`config.mk`:
```
export PLATFORM = sky130hd
export DESIGN_NAME = dafx_channel_mixer
export DESIGN_NICKNAME = d
export VERILOG_FILES = /design/src/rtl/dafx_pkg.sv /design/src/rtl/dafx_mixer_saturate.sv /design/src/rtl/dafx_channel_mixer.sv
export SDC_FILE = /design/constraint.sdc
export NUM_CORES = 2
export LEC_CHECK = 0
export CORE_MARGIN = 10
export CORE_UTILIZATION = 30
export DETAILED_ROUTE_END_ITERATION = 6
export GPL_TIMING_DRIVEN = 0
export HOLD_SLACK_MARGIN = 0.1
export SLEW_MARGIN = 0
export SYNTH_ARGS = -nofsm -noshare
export SYNTH_HDL_FRONTEND = slang
export SYNTH_SLANG_ARGS = --single-unit
```
`constraint.sdc`:
```
create_clock -name clk -period 11.8 [get_ports clk]
set_clock_uncertainty 0.15 [all_clocks]
set_input_delay 2.36 -clock clk [delete_from_list [all_inputs] [get_ports clk]]
set_output_delay 2.36 -clock clk [all_outputs]
set_load 0.005 [all_outputs]
```
`src/rtl/dafx_pkg.sv`:
```
// Shared constants for the DAFX audio blocks: default widths, mixer FSM encodings.
package dafx_pkg;

    localparam int unsigned NR_OF_CHANNELS_C       = 3;
    localparam int unsigned AUDIO_WIDTH_C          = 24;
    localparam int unsigned GAIN_WIDTH_C           = 24;
    localparam int unsigned Q_BITS_C               = 11;
    localparam int unsigned MIXER_CLIP_CNT_WIDTH_C = 16;

    localparam logic [2:0] MIX_IDLE   = 3'd0;
    localparam logic [2:0] MIX_MAC    = 3'd1;
    localparam logic [2:0] MIX_MASTER = 3'd2;
    localparam logic [2:0] MIX_SAT    = 3'd3;
    localparam logic [2:0] MIX_OUT    = 3'd4;

endpackage

```
`src/rtl/dafx_mixer_saturate.sv`:
```
// Combinational signed clamp from IN_WIDTH_P down to OUT_WIDTH_P bits.
module dafx_mixer_saturate #(
    parameter int unsigned IN_WIDTH_P  = 74,
    parameter int unsigned OUT_WIDTH_P = 24
) (
    input  logic signed [IN_WIDTH_P-1:0]  din_i,
    output logic signed [OUT_WIDTH_P-1:0] dout_o,
    output logic                          clip_o
);

    logic [IN_WIDTH_P-OUT_WIDTH_P:0] upper;

    always_comb begin
        // Value fits iff all bits from the output sign bit upward agree.
        upper  = din_i[IN_WIDTH_P-1:OUT_WIDTH_P-1];
        clip_o = (upper != '0) && (upper != '1);
        if (!clip_o) begin
            dout_o = din_i[OUT_WIDTH_P-1:0];
        end else if (din_i[IN_WIDTH_P-1]) begin
            dout_o = {1'b1, {(OUT_WIDTH_P-1){1'b0}}};
        end else begin
            dout_o = {1'b0, {(OUT_WIDTH_P-1){1'b1}}};
        end
    end

endmodule

```
`src/rtl/dafx_channel_mixer.sv`:
```
// N-channel gain mixer: serial MAC over channels, master gain, then saturate.
// One multiplier serves both the per-channel MAC and the master-gain step.
module dafx_channel_mixer
    import dafx_pkg::*;
#(
    parameter int unsigned NR_OF_CHANNELS_P = NR_OF_CHANNELS_C,
    parameter int unsigned AUDIO_WIDTH_P    = AUDIO_WIDTH_C,
    parameter int unsigned GAIN_WIDTH_P     = GAIN_WIDTH_C,
    parameter int unsigned Q_BITS_P         = Q_BITS_C
) (
    input  logic                                       clk,
    input  logic                                       rst_n,
    input  logic                                       x_valid,
    output logic                                       x_ready,
    input  logic [NR_OF_CHANNELS_P*AUDIO_WIDTH_P-1:0]  x_data,
    input  logic [NR_OF_CHANNELS_P*GAIN_WIDTH_P-1:0]   cr_channel_gain,
    input  logic [GAIN_WIDTH_P-1:0]                    cr_master_gain,
    output logic                                       y_valid,
    input  logic                                       y_ready,
    output logic [AUDIO_WIDTH_P-1:0]                   y_data,
    input  logic                                       cmd_clear_clip,
    output logic [MIXER_CLIP_CNT_WIDTH_C-1:0]          sr_clip_count
);

    localparam int unsigned ACC_W  = AUDIO_WIDTH_P + GAIN_WIDTH_P + $clog2(NR_OF_CHANNELS_P);
    localparam int unsigned PROD_W = ACC_W + GAIN_WIDTH_P;
    localparam int unsigned IDX_W  = (NR_OF_CHANNELS_P > 1) ? $clog2(NR_OF_CHANNELS_P) : 1;
    localparam logic [IDX_W-1:0] LAST_IDX = IDX_W'(NR_OF_CHANNELS_P - 1);

    logic [2:0]                                 state_q, state_d;
    logic                                       run_q;
    logic [NR_OF_CHANNELS_P*AUDIO_WIDTH_P-1:0]  x_q, x_d;
    logic [NR_OF_CHANNELS_P*GAIN_WIDTH_P-1:0]   gain_q, gain_d;
    logic signed [GAIN_WIDTH_P-1:0]             master_q, master_d;
    logic signed [ACC_W-1:0]                    acc_q, acc_d;
    logic [IDX_W-1:0]                           idx_q, idx_d;
    logic signed [PROD_W-1:0]                   m_q, m_d;
    logic [AUDIO_WIDTH_P-1:0]                   y_q, y_d;
    logic [MIXER_CLIP_CNT_WIDTH_C-1:0]          clip_cnt_q, clip_cnt_d;

    logic signed [AUDIO_WIDTH_P-1:0] x_sel;
    logic signed [GAIN_WIDTH_P-1:0]  g_sel;
    logic signed [ACC_W-1:0]         mul_a;
    logic signed [GAIN_WIDTH_P-1:0]  mul_b;
    logic signed [PROD_W-1:0]        prod;
    logic signed [PROD_W-1:0]        m_shr;
    logic signed [AUDIO_WIDTH_P-1:0] sat_out;
    logic                            sat_clip;

    always_comb begin
        x_sel = '0;
        g_sel = '0;
        for (int i = 0; i < int'(NR_OF_CHANNELS_P); i++) begin
            if (idx_q == IDX_W'(i)) begin
                x_sel = x_q[i*AUDIO_WIDTH_P +: AUDIO_WIDTH_P];
                g_sel = gain_q[i*GAIN_WIDTH_P +: GAIN_WIDTH_P];
            end
        end
    end

    always_comb begin
        if (state_q == MIX_MASTER) begin
            mul_a = acc_q >>> Q_BITS_P;
            mul_b = master_q;
        end else begin
            mul_a = {{(ACC_W-AUDIO_WIDTH_P){x_sel[AUDIO_WIDTH_P-1]}}, x_sel};
            mul_b = g_sel;
        end
        prod  = mul_a * mul_b;
        m_shr = m_q >>> Q_BITS_P;
    end

    dafx_mixer_saturate #(
        .IN_WIDTH_P  (PROD_W),
        .OUT_WIDTH_P (AUDIO_WIDTH_P)
    ) u_saturate (
        .din_i  (m_shr),
        .dout_o (sat_out),
        .clip_o (sat_clip)
    );

    always_comb begin
        state_d    = state_q;
        x_d        = x_q;
        gain_d     = gain_q;
        master_d   = master_q;
        acc_d      = acc_q;
        idx_d      = idx_q;
        m_d        = m_q;
        y_d        = y_q;
        clip_cnt_d = clip_cnt_q;

        case (state_q)
            MIX_IDLE: begin
                if (x_valid && x_ready) begin
                    x_d      = x_data;
                    gain_d   = cr_channel_gain;
                    master_d = cr_master_gain;
                    acc_d    = '0;
                    idx_d    = '0;
                    state_d  = MIX_MAC;
                end
            end
            MIX_MAC: begin
                acc_d = acc_q + $signed(prod[ACC_W-1:0]);
                if (idx_q == LAST_IDX) begin
                    state_d = MIX_MASTER;
                end else begin
                    idx_d = idx_q + 1'b1;
                end
            end
            MIX_MASTER: begin
                m_d     = prod;
                state_d = MIX_SAT;
            end
            MIX_SAT: begin
                y_d = sat_out;
                if (sat_clip && clip_cnt_q != '1) begin
                    clip_cnt_d = clip_cnt_q + 1'b1;
                end
                state_d = MIX_OUT;
            end
            MIX_OUT: begin
                if (y_ready) begin
                    state_d = MIX_IDLE;
                end
            end
            default: state_d = MIX_IDLE;
        endcase

        if (cmd_clear_clip) begin
            clip_cnt_d = '0;
        end
    end

    always_ff @(posedge clk or negedge rst_n) begin
        if (!rst_n) begin
            state_q    <= MIX_IDLE;
            run_q      <= 1'b0;
            x_q        <= '0;
            gain_q     <= '0;
            master_q   <= '0;
            acc_q      <= '0;
            idx_q      <= '0;
            m_q        <= '0;
            y_q        <= '0;
            clip_cnt_q <= '0;
        end else begin
            state_q    <= state_d;
            run_q      <= 1'b1;
            x_q        <= x_d;
            gain_q     <= gain_d;
            master_q   <= master_d;
            acc_q      <= acc_d;
            idx_q      <= idx_d;
            m_q        <= m_d;
            y_q        <= y_d;
            clip_cnt_q <= clip_cnt_d;
        end
    end

    // run_q holds x_ready low until the first edge after reset release.
    assign x_ready       = run_q && (state_q == MIX_IDLE);
    assign y_valid       = (state_q == MIX_OUT);
    assign y_data        = y_q;
    assign sr_clip_count = clip_cnt_q;

endmodule

```
==> metrics.yaml <==
clock_network:
  max-clock-path-buffers: 3
  clock_sink_count: 327
  clk_pin_slew_worst_paths_ps: 60
  cts_htree_levels: 2
  cts_tree: "yes"
  cts_hold_buf: 0
  numCtsBuffers: 35
  insertion_delay_ps: 540
  cts_root_buf: "clkbuf_16"
yosys:
  ys_types: 83
  syn-cell-area_um2: 49380
  ys_ff_latch: 327
  synth_edf_count: 0
  synth_top_area_cell: "fa_1"
  synthTopCellsByArea: "fa_1, dfrtp_1, nand2_1"
  ys_async_sr_fraction_pct: 100.0
  synth_flop_cell: "dfrtp_1"
  synth_nets: 7176
  synth_warnings: 0
  syn_inst: 5816
  synth.top_cell.area_share_pct: 38.92
  ys_seq_area_share_pct: 16.57
  synth_area_per_cell_um2: 8.491
drt:
  drt_pass1_iterations: 5
  wirelength_mm: 191.0
  route.detailed.drc: 0
  wl_per_cell_um: 23.04
  drt_iter0_markers: 3993
  via_per_inst: 5.095
  drtAntennaViolNets: 0
  num_vias: 42240
setup_path:
  cp-start-kind: "flop"
  reg2reg_to: "acc_q[49]"
  crit_family: "adder cells"
  critPathSlowestCell: "fa_1"
  crit-reg2reg-launch: "idx_q[1]"
  cp_max_fo: 10
  crit_required_ps: 12100
  slowest_delay_ps: 590
  critical_path.endpoint_type: "flop"
  critical_path.most_common_cell: "fa_1"
  endpoint: "acc_q[49]"
  r2r_cells: 43
  crit_arrival_ps: 11910
  worst-setup-path-type: "reg2reg"
  crit_path_start: "idx_q[1]"
  worst-path-buf-inv: 10
  cp_num_cells: 43
  rrSetupSlack_ps: 190
layout:
  nets: 7442
  layout_commonest_cell: "nand2_1"
  mostFrequentLayoutCells: "nand2_1, fa_1, inv_1"
  area_growth_pct: 14.95
  finish.utilization_pct: 34.80
  nFillCells: 16920
  drive_above_1_share_pct: 6.517
job:
  maxCapViolCount: 0
floorplan:
  start_util_pct: 30.27
  coreArea_um2: 163100
  rows: 148
  die-area_um2: 181200
  ioPinCount: 215
  die_w_um: 425.7
  die_y_um: 425.7
global_routing:
  grt_pass1_wl_mm: 283.2
  use_met3_pct: 3.896
  grt_pass1_vias: 43910
  use_met1_pct: 26.82
  grt_busiest_layer: "met2"
  use_met2_pct: 33.02
  grt_usage_pct: 20.79
  grt_max_degree: 101
  antenna_found_initial: 14
  gr-total-overflow: 0
placed_design:
  place.gp.congestion: 1.003
  hpwl_mm: 160.6
  pre_cts_ws_ps: -1687
  io_buffers: 214
timing:
  finalHoldViolCount: 0
  setup_violations: 0
  tightest_slew_ps: 1094
  setup_ws_ps: 186.1
  relSlewSlack_pct: 27.04
  finalMaxSlewViolations: 0
  min_period_over_period_pct: 98.42
  fmax_mhz: 86.10
  post-route-min-period_ps: 11610
  grt_setup_unrepaired: "true"
  tns_ps: 0
run_status:
  status: "completed"
worst_hold_path:
  min_path_type: "reg2reg"
  hold_depth: 2
  min-delay-start: "x_q[56]"
## tightest hold or removal path, stage by stage (launching register included)
cell and delay [ps]:
dfrtp_1 340, nand2_1 50, nand2_1 50
## worst min-delay path by stage
stage / to / slack [ps]
finish: x_q[56] / 330
global route: m_q[16] / 340
global placement: x_q[68] / 310
floorplan: gain_q[0] / 300
detailed placement: master_q[16] / 310
CTS: m_q[16] / 330
## synthesized netlist by cell type (16+ instances only)
cell type / instances
nor3_1: 21
xor2_1: 43
and3_1: 24
nand4_1: 47
and2_1: 21
nor2_1: 574
a31oi_1: 22
o21a_1: 19
o21bai_1: 27
inv_1: 941
buf_1: 30
xnor2_1: 63
o21ai_0: 156
a21oi_1: 302
fa_1: 960
nand2_1: 1354
dfrtp_1: 327
nor2b_1: 16
a21o_1: 122
clkbuf_1: 266
ha_1: 227
nand3_1: 77
## cells by family after synthesis
kind of cell               synth area share, %
and+or+nand+nor                          17.76
buffers and inverters                    9.537
adders and majority gates                44.67
AOI/OAI and AO/OA                        9.314
DFF                                      16.57
xor gates and xnor gates                 1.880
muxes                                   0.2635
other                                 0.007594
## sequential cells by signal (all words and copies together) (netlist names)
| name | flops |
|---|---|
| acc_q | 50 |
| idx_q | 2 |
| x_q | 72 |
| gain_q | 72 |
| y_data | 24 |
| run_q | 1 |
| state_q | 3 |
| m_q | 63 |
| sr_clip_count | 16 |
| master_q | 24 |
## cell type report
type | instances | area (µm²) | share of cell area, %
diodes | 8 | 20.02 | 0.03527
plain buffers | 291 | 1523 | 2.682
clock buffers | 49 | 1011 | 1.781
clock inverters | 13 | 203.9 | 0.3593
inverters | 942 | 3537 | 6.231
multi-input cells | 4242 | 37070 | 65.29
flip-flops and latches | 327 | 8183 | 14.41
well taps | 2175 | 2721 | 4.794
repair buffers | 243 | 2502 | 4.408
## per-layer routing
metal  routed length, µm  share of wire (%)
met3               16000                8.4
met5                  41              0.021
met1               76060                 40
met2               86260                 45
met4               12670                6.6
## stage by stage
step                      instances  cell area [µm²]  hold WS [ps]
after floorplan                5816            49380         295.5
after global placement         8205            54250         308.9
after detailed placement       8217            54490         312.4
after CTS                      8279            56390         327.8
after global routing           8288            56760         344.9
final                          8290            56770         325.9
## timing repair
action / in CTS / in global routing
setup endpoints to repair: 30 / 16
pin swaps: 1 / 4
buffers inserted: 10 / 7
gates cloned: 0 / 0
gates resized for setup: 279 / 165
Power is not shown: default switching activity piles up to over one toggle a cycle in this logic, so the estimate is an artifact.
